===== config.mk =====
export PLATFORM = sky130hd
export DESIGN_NAME = nec_divider_pipe
export DESIGN_NICKNAME = d
export VERILOG_FILES = /design/src/rtl/nec_divider_pipe.sv
export SDC_FILE = /design/constraint.sdc
export NUM_CORES = 1
export LEC_CHECK = 0
export ABC_AREA = 1
export CORE_UTILIZATION = 46
export DETAILED_ROUTE_END_ITERATION = 10
export PLACE_DENSITY = 0.65
export SLEW_MARGIN = 40
export SYNTH_ARGS = -nofsm -noshare
export SYNTH_HDL_FRONTEND = slang
export SYNTH_SLANG_ARGS = --single-unit

===== constraint.sdc =====
create_clock -name clk -period 6.62 [get_ports clk]
set_input_delay 1.324 -clock clk [delete_from_list [all_inputs] [get_ports clk]]
set_output_delay 1.324 -clock clk [all_outputs]
set_load 0.02 [all_outputs]

===== src/rtl/nec_divider_pipe.sv =====
// nec_divider_pipe: clock-enabled restoring divider resolving BPC quotient bits per ce cycle.
// Wide (2QW/QW) or narrow (QW/(QW/2)) operation, unsigned or signed with exact range overflow.
module nec_divider_pipe #(
    parameter int unsigned QW  = 16,
    parameter int unsigned BPC = 1
) (
    input  logic            clk,
    input  logic            reset,
    input  logic            ce,
    input  logic            start,
    input  logic            wide,
    input  logic            sgn,
    input  logic [2*QW-1:0] a,
    input  logic [QW-1:0]   b,
    output logic            busy,
    output logic            done,
    output logic            overflow,
    output logic            dbz,
    output logic [QW-1:0]   quot,
    output logic [QW-1:0]   rem
);
    localparam int unsigned DW = 2 * QW;
    localparam int unsigned HW = QW / 2;
    localparam int unsigned CW = $clog2(DW / BPC + 1);
    localparam logic [CW-1:0] LAST_W = CW'(DW / BPC - 1);
    localparam logic [CW-1:0] LAST_N = CW'(QW / BPC - 1);
    localparam logic [DW-1:0] ONE    = DW'(1);
    localparam logic [DW-1:0] ULIM_W = (ONE << QW) - ONE;
    localparam logic [DW-1:0] ULIM_N = (ONE << HW) - ONE;
    localparam logic [DW-1:0] PLIM_W = (ONE << (QW - 1)) - ONE;
    localparam logic [DW-1:0] PLIM_N = (ONE << (HW - 1)) - ONE;
    localparam logic [DW-1:0] NLIM_W = ONE << (QW - 1);
    localparam logic [DW-1:0] NLIM_N = ONE << (HW - 1);

    typedef enum logic {IDLE, RUN} state_t;
    state_t state, state_n;

    logic [CW-1:0] cnt, cnt_n;
    logic [QW:0]   acc, acc_n;
    logic [DW-1:0] dq, dq_n;
    logic [QW-1:0] bmag, bmag_n;
    logic          wide_r, wide_n, sgn_r, sgn_n, sa, sa_n, sb, sb_n;
    logic          done_n, ovf_n, dbz_n;
    logic [QW-1:0] quot_n, rem_n;

    logic [DW-1:0] a_act, amag_in;
    logic [QW-1:0] bmag_in, bneg_w;
    logic [HW-1:0] bneg_n;
    logic          sa_in, sb_in;

    // Narrow dividends are left-justified so the same MSB-first shift serves both widths.
    always_comb begin
        bneg_w = -b;
        bneg_n = -b[HW-1:0];
        if (wide) begin
            a_act   = a;
            sa_in   = sgn & a[DW-1];
            sb_in   = sgn & b[QW-1];
            bmag_in = sb_in ? bneg_w : b;
        end else begin
            a_act   = {a[QW-1:0], {QW{1'b0}}};
            sa_in   = sgn & a[QW-1];
            sb_in   = sgn & b[HW-1];
            bmag_in = {{(QW - HW){1'b0}}, (sb_in ? bneg_n : b[HW-1:0])};
        end
        amag_in = sa_in ? -a_act : a_act;
    end

    logic [QW:0]   acc_t, sh;
    logic [DW-1:0] dq_t, lim;
    logic [QW-1:0] mmag, qsig, rsig, qfmt, rfmt;
    logic          neg, last, ovf_t;

    always_comb begin
        acc_t = acc;
        dq_t  = dq;
        sh    = '0;
        for (int unsigned i = 0; i < BPC; i++) begin
            sh   = {acc_t[QW-1:0], dq_t[DW-1]};
            dq_t = {dq_t[DW-2:0], 1'b0};
            if (sh >= {1'b0, bmag}) begin
                acc_t   = sh - {1'b0, bmag};
                dq_t[0] = 1'b1;
            end else begin
                acc_t = sh;
            end
        end
        mmag = acc_t[QW-1:0];
        neg  = sa ^ sb;
        if (!sgn_r)   lim = wide_r ? ULIM_W : ULIM_N;
        else if (neg) lim = wide_r ? NLIM_W : NLIM_N;
        else          lim = wide_r ? PLIM_W : PLIM_N;
        ovf_t = dq_t > lim;
        qsig  = neg ? -dq_t[QW-1:0] : dq_t[QW-1:0];
        rsig  = sa ? -mmag : mmag;
        if (wide_r) begin
            qfmt = qsig;
            rfmt = rsig;
        end else begin
            qfmt = {{(QW - HW){sgn_r & qsig[HW-1]}}, qsig[HW-1:0]};
            rfmt = {{(QW - HW){sgn_r & rsig[HW-1]}}, rsig[HW-1:0]};
        end
        last = (cnt == (wide_r ? LAST_W : LAST_N));
    end

    always_comb begin
        state_n = state;
        cnt_n   = cnt;
        acc_n   = acc;
        dq_n    = dq;
        bmag_n  = bmag;
        wide_n  = wide_r;
        sgn_n   = sgn_r;
        sa_n    = sa;
        sb_n    = sb;
        done_n  = done;
        ovf_n   = overflow;
        dbz_n   = dbz;
        quot_n  = quot;
        rem_n   = rem;
        if (ce) begin
            done_n = 1'b0;
            if (start) begin
                wide_n = wide;
                sgn_n  = sgn;
                sa_n   = sa_in;
                sb_n   = sb_in;
                bmag_n = bmag_in;
                dq_n   = amag_in;
                acc_n  = '0;
                cnt_n  = '0;
                ovf_n  = 1'b0;
                if (bmag_in == '0) begin
                    dbz_n   = 1'b1;
                    done_n  = 1'b1;
                    state_n = IDLE;
                end else begin
                    dbz_n   = 1'b0;
                    state_n = RUN;
                end
            end else if (state == RUN) begin
                acc_n = acc_t;
                dq_n  = dq_t;
                cnt_n = cnt + CW'(1);
                if (last) begin
                    state_n = IDLE;
                    done_n  = 1'b1;
                    ovf_n   = ovf_t;
                    if (!ovf_t) begin
                        quot_n = qfmt;
                        rem_n  = rfmt;
                    end
                end
            end
        end
    end

    always_ff @(posedge clk) begin
        if (reset) begin
            state    <= IDLE;
            cnt      <= '0;
            acc      <= '0;
            dq       <= '0;
            bmag     <= '0;
            wide_r   <= 1'b0;
            sgn_r    <= 1'b0;
            sa       <= 1'b0;
            sb       <= 1'b0;
            done     <= 1'b0;
            overflow <= 1'b0;
            dbz      <= 1'b0;
            quot     <= '0;
            rem      <= '0;
        end else begin
            state    <= state_n;
            cnt      <= cnt_n;
            acc      <= acc_n;
            dq       <= dq_n;
            bmag     <= bmag_n;
            wide_r   <= wide_n;
            sgn_r    <= sgn_n;
            sa       <= sa_n;
            sb       <= sb_n;
            done     <= done_n;
            overflow <= ovf_n;
            dbz      <= dbz_n;
            quot     <= quot_n;
            rem      <= rem_n;
        end
    end

    assign busy = (state == RUN);

endmodule


# Yosys cells after proc, flatten, opt, wreduce, memory -nomap -nowiden

Cells that the tools add are included.

Add/sub/neg operators: 7
Order comparisons: 2
Eq/ne operators: 1
Mux-type cells: 36
Bitwise gates (word level): 9
Reduce and logical (&&, ||, !) cells: 7

Operators with widths:

| kind                                         | number |
|---|---|
| two-way mux 16 bit                           | 13 |
| two-way mux 32 bit                           | 4 |
| negator 16 bit                               | 3 |
| > comparator 32 bit                          | 1 |
| negator 32 bit                               | 1 |
| >= comparator 17 x 16 -> 1 bit               | 1 |
| zero test 16 bit                             | 1 |
| subtractor 16 bit                            | 1 |
| two-way mux 15 bit                           | 1 |
| two-way mux 1 bit                            | 14 |
| two-way mux 6 bit                            | 2 |
| two-way mux 8 bit                            | 1 |
| negator 8 bit                                | 1 |
| adder 6 x 1 -> 6 bit (second input constant) | 1 |
| bitwise AND 1 bit                            | 6 |
| equality test 6 x 5 -> 1 bit                 | 1 |
| two-way mux 5 bit                            | 1 |
| AND reduction 5 bit                          | 1 |
| AND reduction 2 bit                          | 2 |
| nonzero test 2 bit                           | 2 |
| AND reduction 3 bit                          | 1 |
| inverter 1 bit                               | 2 |
| bitwise XOR 1 bit                            | 1 |

Flip-flop bits (word level): 110
Output and inout port bits: 36

# Logic depth before layout (Yosys ltp)

Gate-level depths: netlist (run 1).

Depth in word-level cells: 7
Gate-level depth with buffers: 28
Gate-level depth less buffers: 26

# Least setup slack after synthesis (run 1)

OpenSTA, ideal clock, no wires.

Path type: flip-flop to flip-flop
From: register bmag[2]
To: register rem[4]
Library setup time: 0.116 ns
Arrival: 2.987 ns
Required time: 6.504 ns
Slack: 3.516 ns
Cell stages (with the launch flop): 28
Buffers on the path: 3
Clock period less this slack: 3.104 ns
Cells stage by stage: dfxtp_1 > inv_1 > ha_1 > nand2_1 > inv_1 > nand2_1 > nor2_1 > nand2_2 > nor2_4 > nor2_4 > nand2_4 > buf_12 > inv_1 > ha_1 > inv_1 > a21oi_1 > o21ai_0 > nand2_1 > a21oi_1 > nor3_1 > a21oi_1 > nor2_1 > nand2_1 > inv_1 > buf_2 > buf_2 > o211ai_1 > inv_1

Longest elaborated chain between the ends: 5
Elaborated cells between the ends (all ways): 10

Ends and longest elaborated chain:

| what                                                                              | line   | source |
|---|---|---|
| start, declared                                                                   | 41     | `logic [QW-1:0] bmag, bmag_n;` |
| start signal, assigned                                                            | 179    | `bmag <= bmag_n;` |
| >= comparator 17 x 16 -> 1 bit / subtractor 16 bit (equally long branches)        | 81, 82 |  |
| two-way mux 1 bit / two-way mux 16 bit (equally long branches)                    | 81     | `if (sh >= {1'b0, bmag}) begin` |
| > comparator 32 bit / negator 16 bit (equally long branches)                      | 93, 95 |  |
| inverter 1 bit (no source line) / two-way mux 16 bit (equally long branches)      | -      |  |
| AND reduction 5 bit (no source line) / two-way mux 16 bit (equally long branches) | -      |  |
| end signal, assigned                                                              | 188    | `rem <= rem_n;` |
| end, declared                                                                     | 20     | `output logic [QW-1:0] rem` |

Several ways; a longest one is shown, not always the timed one.
A chain may end at the register's enable or synchronous reset.

# Worst setup path in the final report (run 1)

From: register sa
To: register quot[8]

Longest elaborated chain between the ends: 6
Elaborated cells between the ends (all ways): 9

Ends and longest elaborated chain:

| what                                 | line | source |
|---|---|---|
| start, declared                      | 42   | `logic wide_r, wide_n, sgn_r, sgn_n, sa, sa_n, sb, sb_n;` |
| start signal, assigned               | 182  | `sa <= sa_n;` |
| bitwise XOR 1 bit *                  | 89   | `neg = sa ^ sb;` |
| two-way mux 16 bit                   | 91   | `else if (neg) lim = wide_r ? NLIM_W : NLIM_N;` |
| two-way mux 16 bit                   | 90   | `if (!sgn_r) lim = wide_r ? ULIM_W : ULIM_N;` |
| > comparator 32 bit                  | 93   | `ovf_t = dq_t > lim;` |
| inverter 1 bit (no source line)      | -    |  |
| AND reduction 5 bit (no source line) | -    |  |
| end signal, assigned                 | 187  | `quot <= quot_n;` |
| end, declared                        | 19   | `output logic [QW-1:0] quot,` |

Mark *: on every way between the ends. The rest lies on a longest branch, timed or not.

==> out/results.txt, run 1 <==
The flow ran to the end, and the final reports show no timing, DRC or antenna violations. The max-slew headroom at the worst pin was 49.30%; the detailed-routing iteration count for the pre-antenna-repair pass was 5. The synthesized cell area was 0.008297 mm²; the final critical-path share of the clock period was 67.99%.

Number of violations reported at the end of detailed-routing iteration 0: 626. The number of placed I/O pins came out at 90. Across the run, the number of max-cap violations was 0. The endpoint arrival time on the critical path is 4750 ps. Measured along the x axis, the die boundary spans 136.3 µm. The instance count after placement with tap cells included was 1571. The run gives 0 as the DRC violation count after routing. The repair_antennas step left the layout with diodes totalling 0. The share of synthesized registers carrying an async set or reset was 0%; the overall die height was 136.3 µm. For the number of placement rows, the log shows 48. The tools report the combinational cell fraction of total power as 43.7%. The number of buffers inserted by post-CTS setup repair came out at 0. The min-delay analysis places its worst path in the category reg -> reg. In the final timing run, aggregate negative setup slack is 0 ps.

Number of distinct library cells after synthesis: 50. The final layout contains routed wiring with a total length of 24.64 mm. Hold is met by 471.1 ps. The number of hold violations in the final report came out at 0. Summed over all cells, the static leakage comes to 4.227 nW. The worst setup path is launched from a flop. Among all flip-flop cells after synthesis, the most frequent one is dfxtp_1. Synthesis produced a netlist with a net count of 1389. Before CTS, the worst setup slack after placement is 2039 ps. The tools report the clock skew as 12.14 ps. The number of pins exceeding their max-slew limit in the final report is 0, and the fraction of power spent switching nets is 43.22%. The area of the die is 0.01858 mm², and the global placer's final weighted congestion is 0.9425. The routed layout has 8617 vias. The layout overhead on the synthesized area works out to 15.62%. The run gives 27.46% as the total track usage. The post-synthesis cell count was 1295; the maximum operating frequency was 0.2222 GHz.

During synthesis, Yosys emitted a total of 0 warnings. Once the floorplan was initialized, standard cells occupied 47.47% of the core. Cells with a size suffix above 1 make up 8.664% of the layout. Entering global routing, the biggest net connects 51 pins.

After detailed routing, the number of vias per cell comes to 5.430. The proportion of power drawn by the clock network is 24.5%, and the net switching power is 0.9598 mW. The tools report the post-synthesis sequential area ratio as 26.54%.

The number of gates resized after CTS is 0, and the final-report setup violation count is 0. The aggregate global routing overflow is 0, and the wire length of the first global-routing pass is 40.15 mm. For the total number of clock tree sinks, the log shows 110. The library cell used most frequently in the layout, excluding fill and tap cells, is nand2_1.

The tools report the reg-to-reg critical path endpoint as quot[8]. The via count of the first global-routing pass is 7771, and the number of antenna violations at the first check in global routing is 0. Clock tree synthesis inserted a total of 9 buffers. Of all nets on the critical path, the largest fanout is 24. The required arrival time at the worst endpoint came out at 6870 ps. Counting along the longest clock path gives a buffer depth of 2. The clock-pin transition on the worst setup and hold timing paths is 80 ps.

Final worst setup slack: 2119 ps. The maximum level of the CTS H-tree came out at 3. Excluding fillers, the count of instances in the completed layout stands at 1587.

The HPWL after detailed placement is 19.22 mm. For this design, the CTS-stage hold fixing added 0 buffers. Setup repair after global routing left no endpoint under its margin.

For flop-to-flop paths, the worst setup slack is 2120 ps. The final critical-path required period works out to 4501 ps. In the layout the commonest cells are nand2_1, inv_1, dfxtp_1, o21ai_0, nand3_1. The worst hold path terminates at done. Antenna violation net count after detailed routing: 0. By startpoint and endpoint, the worst setup path is classified as reg -> reg.

For the pin with the worst max-slew slack, the measured transition is 754.2 ps. The later pin in the worst-skew pair is clocked with a latency of 360 ps. The startpoint identified for the worst hold timing path is done.

Sequential cells account for 31.9% of the total power. The total number of nets in the final design was 1451. TritonCTS built the clock tree. The floorplan step defined a core boundary enclosing 0.01748 mm². The flip-flop and latch count after synthesis is 110, and the average size of a mapped cell is 6.407 µm². Counting flops with a built-in enable in the synthesized netlist gives 0. Type of element capturing the critical path: a flop.

For the worst flop-to-flop path, the logic depth is 16. After detailed routing, the average wire length per cell comes to 15.53 µm. During placement, the flow inserted port buffers numbering 89. The worst hold path passes through 2 cells. The startpoint of the lowest-slack register-to-register path was sa. Internal power comes to 1.261 mW. IR analysis of the VDD net gives a maximum drop of 0.1264 mV. The tree is rooted in a clkbuf_16. For this design the ratio of total power to cell area is 231.5 mW/mm².
flip-flops by register name, summed over array words and instances (netlist names):
| register | count |
|---|---|
| dbz | 1 |
| overflow | 1 |
| dq | 32 |
| busy | 1 |
| rem | 16 |
| acc | 16 |
| wide_r | 1 |
| sa | 1 |
| sgn_r | 1 |
| done | 1 |
| quot | 16 |
| cnt | 6 |
| sb | 1 |
| bmag | 16 |
cell usage after synthesis, types with 10 or more instances:
master    instances  area share, %
nand2_1         315             14
inv_1           155            7.0
dfxtp_1         110             27
o21ai_0         107            6.5
nand3_1          98            5.9
a21oi_1          96            5.8
nor2_1           76            3.4
ha_1             39            5.9
nand2_2          30            2.3
clkbuf_1         29            1.3
o22ai_1          23            1.7
nand4_1          21            1.6
nor3_1           20            1.2
xor2_1           19            2.0
a31oi_1          18            1.4
nand3b_1         11            1.0
inv_2            10           0.45
kinds of logic after synthesis:
group	synth area share [%]
buffers and inverters	10.60
adder cells (fa/ha/maj)	6.123
AO/OA/AOI/OAI	18.19
flip-flops	26.54
XOR/XNOR	2.956
multiplexers	0.6033
AND/OR/NAND/NOR	34.99
layer usage:
metal	track usage [%]	part of all wire [%]	vias to the layer above
met5	0	0	-
met2	43.68	45	267
met4	7.407	1.7	0
met3	3.766	4.9	29
li1	-	-	4403
met1	38.52	48	3918
per-stage QoR:
stage,area (µm²),util (%),power [mW]
after floorplan,8297,-,1.482
after global placement,9298,53.20,1.679
after detailed placement,9298,53.20,1.678
after CTS,9590,54.88,2.220
after global routing,9593,54.89,2.364
final,9593,54.89,2.221
how the worst max path moves through the flow:
stage / depth (start not counted) / start / to / slack [ps]
after floorplan: 27 / bmag[2] / rem[4] / 3520
after global placement: 10 / start / cnt[5] / 2090
after detailed placement: 10 / start / cnt[5] / 2040
after CTS: 18 / sa / quot[8] / 2160
after global routing: 18 / sa / quot[14] / 1600
final: 16 / sa / quot[8] / 2120
critical path, stage by stage, from the launching register on:
cell	delay (ps)
dfxtp_1	730
inv_1	270
nand2_1	130
nand2_1	230
ha_1	280
a21oi_1	470
ha_1	350
a21oi_1	170
a31oi_1	100
nor3_1	200
a21oi_1	120
nor2_1	110
nand2_1	110
inv_1	470
o21ai_0	340
nand2_2	240
a21oi_1	90
layout make-up:
| class | instances | area (µm²) |
|---|---|---|
| Multi-Input combinational cell | 971 | 5229 |
| Inverter | 167 | 629.4 |
| Clock buffer | 9 | 225.2 |
| Timing Repair Buffer | 98 | 958.4 |
| Fill cell | 1791 | 7884 |
| Tap cell | 225 | 281.5 |
| Sequential cell | 110 | 2202 |
| Clock inverter | 7 | 67.56 |
power by group through the flow:
stage          Combinational [mW]  Sequential [mW]  Clock (mW)
2_1_floorplan               0.768            0.714           0
3_3_place_gp                0.957            0.723           0
3_5_place_dp                0.956            0.723           0
4_1_cts                     0.962            0.707       0.550
5_1_grt                      1.08            0.711       0.574
6_report                    0.969            0.708       0.543
No activity file was read; power rests on OpenSTA's default activity.
==> run 2: changes to the inputs <==
==> constraint.sdc (replaced) <==
create_clock -name clk -period 4.7 [get_ports clk]
set_input_delay 0.94 -clock clk [delete_from_list [all_inputs] [get_ports clk]]
set_output_delay 0.94 -clock clk [all_outputs]
set_load 0.02 [all_outputs]
==> run 2 against run 1 <==
  * Total power is 40% higher
  * Non-clock buffer count up 8
  * Cell count increased by 0.44%
  * Sequential power increased by 40%
  * Routed wire length increased by 0.75%
  * Highest routed layer unchanged
  * Via count is 2.0% lower
  * Sequential share of layout area decreased by 0.092 points
  * Core utilization increased by 0.22 points
  * First-iteration DRC count fell by 18%
  * Worst hold slack gained 11 ps
  * Combinational power grew 41%
==> out/results.txt, run 2 (synthesized netlist as in run 1, its figures left out) <==
Areal power density over the cells: 322.8 mW/mm². The run gives 47.47% as the starting utilization of the core area. In the detailed route, the total length drawn on met2 is 11.60 mm.

The total number of nets in the final design was 1459. Grouping stages by cell kind, the critical path spends the most delay in buffers and inverters. The register with the highest flop count is dq.

The detailed-routing iteration count for the pre-antenna-repair pass was 5; the setup slack after placement was 651.6 ps. The run gives 0.01748 mm² as the core outline area. For the sequential share of power, the log shows 32.0%.

The logs give 0 for the antenna violation net count after detailed routing and 23.9% for the proportion of power drawn by the clock network. The net switching power is 1.325 mW, and the wire length of the first global-routing pass is 39.99 mm. The floorplan step set the die width to 136.3 µm. The number of gates resized after CTS was 0. In this run the tightest slew margin relative to its limit is 49.00%. Summing internal, switching and leakage power gives 3.109 mW. The area of the die came out at 0.01858 mm².

The critical path goes through clkdlybuf4s50_1 > inv_2 > nor2_1 > a21oi_1 > inv_1 > o31ai_1 > xor2_1 > nand4_1 > nor2_1 > nand3_1 > nand2_1 > o21ai_0 > a21oi_1. The count of hold buffers inserted by post-cts repair is 0. In the post-route analysis, the smallest setup slack over all paths is 965.9 ps. The flip-flop count of the largest register, all copies and words added is 32.

CTS placed an instance of clkbuf_16 at the clock tree root. For this run, the slowest stage of the critical path takes 720 ps. The number of placed I/O pins was 90. The min-delay analysis places its worst path in the category reg -> reg. The run gives 0 as the number of antenna violations at the first check in global routing.

For this run, design rule violations remaining after detail routing come to 0. The largest fanout on the critical path was 18; the maximum operating frequency was 0.2678 GHz. In this run the core area contains 48 standard-cell rows.

Entering global routing, the biggest net connects 52 pins. Sum of buffers and inverters on the critical path: 3. The run gives 9 as the number of buffers added by the clock tree synthesis step. Across the run, the number of max-cap violations was 0. The tools report the total via count in the routed design as 8444. At the end of routability-driven placement, the weighted congestion stood at 0.9088. Via count of the first global-routing pass: 7666. The tools report the type of element capturing the critical path as a flop. The slowest stage of the critical path is the clkdlybuf4s50_1 cell. At the end of the flow the core is filled with cells to 55.11%. The clock reaches the later pin of the worst-skew pair after 360 ps. The logs give 0 for the final-report setup violation count and 0 for the number of antenna diodes. Fraction of power spent switching nets: 42.62%. From synthesis to final layout, the design area changed by 16.09%. The share of total power dissipated in combinational logic is 44.2%. Routed length per instance: 15.57 µm. The number of pins exceeding their max-slew limit in the final report was 0; the average via count per standard cell was 5.297. The area of placed instances came out at 0.009351 mm². TritonCTS built the clock tree.

For the worst setup path, the data required time is 4990 ps. Internal portion of total power: 1.784 mW. Summed over all cells, the static leakage comes to 4.266 nW. Slew at the pin closest to its max-slew limit: 763.1 ps.

The sort of element at the start of the critical path is a primary input. For the endpoint arrival time on the critical path, the log shows 4020 ps. Summed over all nets, the half-perimeter wirelength after detailed placement is 19.70 mm.

The top cell types in the final layout, fill and taps aside, are nand2_1, inv_1, dfxtp_1, o21ai_0, nand3_1. For the final routed database, the setup TNS stands at 0 ps. After detailed routing, the total wire length is 24.83 mm. Input and output buffers added on the ports amount to 89. The worst path needs 3734 ps of the cycle, external delays included.

The flow ran to the end, and the final reports show no timing, DRC or antenna violations. Across the routed clock network, the largest skew measured is 12.48 ps. The library cell used most frequently in the layout, excluding fill and tap cells, is nand2_1.

The highest metal layer carrying signal wires in the routed design is met4. The number of hold violations in the final report came out at 0. For this block, the initial DRC count from the detailed router was 516. The final critical-path share of the clock period came out at 79.45%. The maximum ir drop on the vdd rail was 0.2656 mV; the aggregate global routing overflow was 0. Setup repair after global routing left no endpoint under its margin. In the global route stage, overall resource usage came out at 27.67%. The category of the critical setup timing path was in -> reg. The tools report the final design instance area without fill as 0.009632 mm². Clock-pin slew was measured on the worst setup and hold paths at 70 ps. For the total number of clock tree sinks, the log shows 110.

Overall die height: 136.3 µm. After detailed routing, the wire length on met1 is 11.84 mm. The H-tree was split into 3 levels.

The logs give 0 for the number of buffers inserted by post-CTS setup repair and 1.084 mm for the total met3 wirelength after detailed routing. The clock passes through at most 2 buffers. Proportion of layout cells with a drive suffix above 1: 8.985%.
[run 2: cell types whose count changed in the layout (fill, tap and decap cells not counted), sizes merged]
cell / change
clkinvlp: -1
buf: +8
[run 2: layout make-up]
type                            instances  area, µm²
Clock buffer                            9      225.2
Clock inverter                          6      55.05
Fill cell                            1767       7845
Inverter                              167      629.4
Multi-Input combinational cell        971       5220
Sequential cell                       110       2202
Tap cell                              225      281.5
Timing Repair Buffer                  106       1018
[run 2: stage by stage]
| stage | instances | hold WS, ps |
|---|---|---|
| after global placement | 1579 | 459.6 |
| final | 1594 | 481.6 |
| after detailed placement | 1579 | 467.9 |
| after floorplan | 1295 | 442.6 |
| after CTS | 1594 | 484.7 |
| after global routing | 1594 | 496.6 |
[run 2: final timing paths]
check | from | to | slack [ps] | depth (start not counted)
hold / removal | done | done | 480 | 2
hold reg to reg | done | done | 480 | 2
setup / recovery | wide | done | 970 | 13
setup reg to reg | bmag[2] | quot[11] | 1040 | 26
[run 2: power groups by stage]
stage / clock [mW] / combinational, mW / sequential [mW]
floorplan: 0 / 1.08 / 1.01
global placement: 0 / 1.36 / 1.01
detailed placement: 0 / 1.37 / 1.01
CTS: 0.756 / 1.37 / 0.993
global route: 0.793 / 1.53 / 0.998
finish: 0.742 / 1.37 / 0.994
[run 2: metal layers]
layer  track usage [%]  vias to the layer above
met5                 0                        -
met4             6.728                        0
met2             45.74                      195
li1                  -                     4433
met1             37.73                     3796
met3             3.691                       20
[run 2: worst reg2reg max path, cell delays in order, from the launching register on]
cell,delay [ps]
dfxtp_1,350
inv_1,90
ha_1,370
nand2_1,90
nand2_1,70
nand2_1,60
nand2_1,60
nand2_1,80
nand3_2,80
nand2_2,210
nand2_4,140
inv_1,70
ha_1,170
inv_1,50
a21oi_1,50
o21ai_0,140
nand2_1,70
a21oi_1,120
nor3_1,60
a21oi_1,200
nor2_1,70
nand2_1,140
inv_1,70
buf_4,190
o21ai_0,210
nand2_2,210
a21oi_1,170
==> run 3: changes to the inputs <==
--- a/config.mk
+++ b/config.mk
@@ -8,7 +8,7 @@
 export ABC_AREA = 1
 export CORE_UTILIZATION = 46
 export DETAILED_ROUTE_END_ITERATION = 10
-export PLACE_DENSITY = 0.65
+export PLACE_DENSITY = 0.68
 export SLEW_MARGIN = 40
 export SYNTH_ARGS = -nofsm -noshare
 export SYNTH_HDL_FRONTEND = slang
==> constraint.sdc (replaced) <==
create_clock -name clk -period 3 [get_ports clk]
set_input_delay 0.6 -clock clk [delete_from_list [all_inputs] [get_ports clk]]
set_output_delay 0.6 -clock clk [all_outputs]
set_load 0.02 [all_outputs]
==> run 3 against run 2 <==
  * Total power increased by 70%
  * Clock skew increased by 2.1 ps
  * First-iteration DRC count increased by 23%
  * Clock power grew 67%
  * Critical path depth is 11 higher
  * Routed wire length grew 6.0%
  * Sequential share of layout area fell by 2.2 points
==> out/results.txt, run 3 (synthesized netlist as in run 1, its figures left out) <==
Met2 track demand over resource in global routing: 47.10%. Before antenna repair, the detailed router went through 5 iterations. The max-slew headroom at the worst pin is 65.74%. The number of placed I/O pins was 90; the flip-flop count of the largest register, all copies and words added was 32. The slew at the pin closest to its max-slew limit is 513.3 ps. Relative to the synthesized area, the layout overhead comes to 30.25%. Setup slack on the worst reg-to-reg path comes out at 70 ps. The tools report the type of element capturing the critical path as a flop. The count of maximum capacitance violations is 0, and the final critical-path share of the clock period is 97.56%. The largest individual stage delay along the critical path comes from the cell dfxtp_2. For the final database, setup skew stands at 14.59 ps.

The first global-routing pass estimated 41.54 mm of wire. The met3 layer usage reported by global route is 3.542%. The number of antenna diodes in the final layout is 0.

The longest clock path from root to sink contains 2 buffers. Once placement finished, the instance area stood at 0.009950 mm². Summing over every cut layer, the via total after detailed routing is 9079. The register with the highest flop count is dq.

Sum of buffers and inverters on the critical path: 6. For hold timing, the worst endpoint is cnt[0]. The maximum single-stage delay on the critical path was 330 ps. The final worst setup slack was 73.10 ps.

For the number of hold violations in the final report, the log shows 0. The worst slack on hold paths is 483.5 ps, and the final-report setup violation count is 0. The instance count after placement with tap cells included was 1639.

TritonCTS built the clock tree. The number of pins exceeding their max-slew limit in the final report came out at 0. After the first detailed-routing iteration, the DRC count stood at 636. The average via count per standard cell works out to 5.414.

The tools report the largest net degree at the start of global routing as 38. TritonCTS created 9 clock buffers. Global routing used 28.33% of the available tracks. Walking the worst path, the cells encountered are inv_2 > ha_4 > nand2_4 > inv_4 > nand2_4 > nor2_4 > nand2_2 > nor2_4 > nor2_4 > nand2_4 > inv_4 > ha_4 > inv_2 > a21oi_2 > o21ai_1 > nand2_1 > a21oi_1 > nor3_1 > a21oi_1 > nor2_1 > nand2_2 > clkinv_4 > clkbuf_16 > o211a_1. The aggregate global routing overflow came out at 0. The largest fanout on the critical path works out to 10. The cell depth of the worst hold path was 1. The areal power density over the cells is 489.9 mW/mm². The smallest clock period supported by the final layout is computed as 2927 ps. Once layout is complete, the utilization of the core stands at 61.83%.

VDD sags by at most 0.4016 mV. Setup repair after global routing could not meet its margin everywhere. Setup total negative slack on the finished layout was measured at 0 ps. The logs give 0 for the number of antenna violations at the first check in global routing and 0 for the count of hold buffers inserted by post-cts repair. Clock tree synthesis found a total of 110 sinks. The logs give -66.88 ps for the setup slack after placement and 3260 ps for the required arrival time at the worst endpoint. For this run, design rule violations remaining after detail routing come to 0. The floorplan step set the die width to 136.3 µm. Buffers placed on the I/O ports in this run total 89. The tools report the maximum operating frequency as 0.3417 GHz. Leakage dissipation: 4.731 nW. At the worst endpoint, the arrival time is 3190 ps. The highest-utilization routing layer at the global route stage was met2. The run finished with clean final reports.

The routed length per instance works out to 15.69 µm. In this run the core area contains 48 standard-cell rows. The H-tree was split into 3 levels.

The HPWL after detailed placement is 19.98 mm. The via count of the first global-routing pass was 8247; the power consumption was 5.294 mW. In the final design database the tool counted 1541 nets. The worst setup path is of the reg -> reg kind.

In this design, the largest share of critical-path delay is due to simple AND/OR/NAND/NOR gates. Clock latency on the worst-skew pair, taken at its later pin, is 370 ps. In this run the clock root is driven by a clkbuf_16. The run gives 0.9673 as the global placer's final weighted congestion.

The reg-to-reg critical path endpoint was rem[7]. The tightest min-delay check is of the reg -> reg type. The top cell types in the final layout, fill and taps aside, are nand2_1, inv_1, nand3_1, a21oi_1, buf_4. For this run, global-route usage on met1 was measured as 38.45%.

For this block, the routed nets add up to 26.31 mm of wire. In this run the most critical hold path is launched from cnt[0]. The floorplan step defined a die boundary enclosing 0.01858 mm². After routing the design area is 0.01081 mm². The detail route stage leaves a number of antenna-violating nets equal to 0. Once the floorplan was initialized, standard cells occupied 47.47% of the core. The library cell used most frequently in the layout, excluding fill and tap cells, is nand2_1.

Clock-pin slew was measured on the worst setup and hold paths at 90 ps. The depth of the most critical reg-to-reg path came out at 24. Cells with a size suffix above 1 make up 21.21% of the layout. STA classifies the critical path startpoint as a flop. The tools report the startpoint of the lowest-slack register-to-register path as bmag[8]. The run gives 1677 as the post-route non-filler standard cell count. In this run the vertical extent of the chip is 136.3 µm.

The total area inside the core boundary comes to 0.01748 mm².
## run 3: where the power goes
group          internal, mW  leakage, nW  switching [mW]  total, mW
logic                 0.893         3.69            1.60       2.49
registers              1.51        0.904          0.0510       1.56
clock network         0.592        0.140           0.649       1.24
total                  3.00         4.73            2.30       5.29
## run 3: layer usage
layer	routed length, µm	up-vias
met5	0	-
met4	452	0
met3	1374	33
met2	12360	284
met1	12120	4165
li1	-	4597
## run 3: repair_timing
action                     4_1_cts  5_1_grt
setup buffers                    0       18
resized for setup                3      139
setup endpoints to repair       16       32
pin swaps                        0       15
gates cloned                     0        4
## run 3: final cells by class
| type | count | area, µm² |
|---|---|---|
| inverters | 167 | 641.9 |
| well taps | 225 | 281.5 |
| clock inverters | 7 | 76.32 |
| multi-input cells | 971 | 5629 |
| clock buffers | 9 | 225.2 |
| repair buffers | 187 | 1710 |
| fillers | 1631 | 6670 |
| repair inverters | 1 | 8.758 |
| flip-flops and latches | 110 | 2233 |
## run 3: worst max path at each step
stage | start | to | slack [ps] | cells past startpoint
after floorplan | bmag[10] | rem[4] | 6 | 27
after global placement | wide | dq[30] | -7 | 14
after detailed placement | bmag[1] | quot[10] | -70 | 23
after CTS | bmag[14] | quot[5] | 3 | 24
after global routing | bmag[8] | rem[4] | -120 | 25
final | bmag[8] | rem[7] | 70 | 24
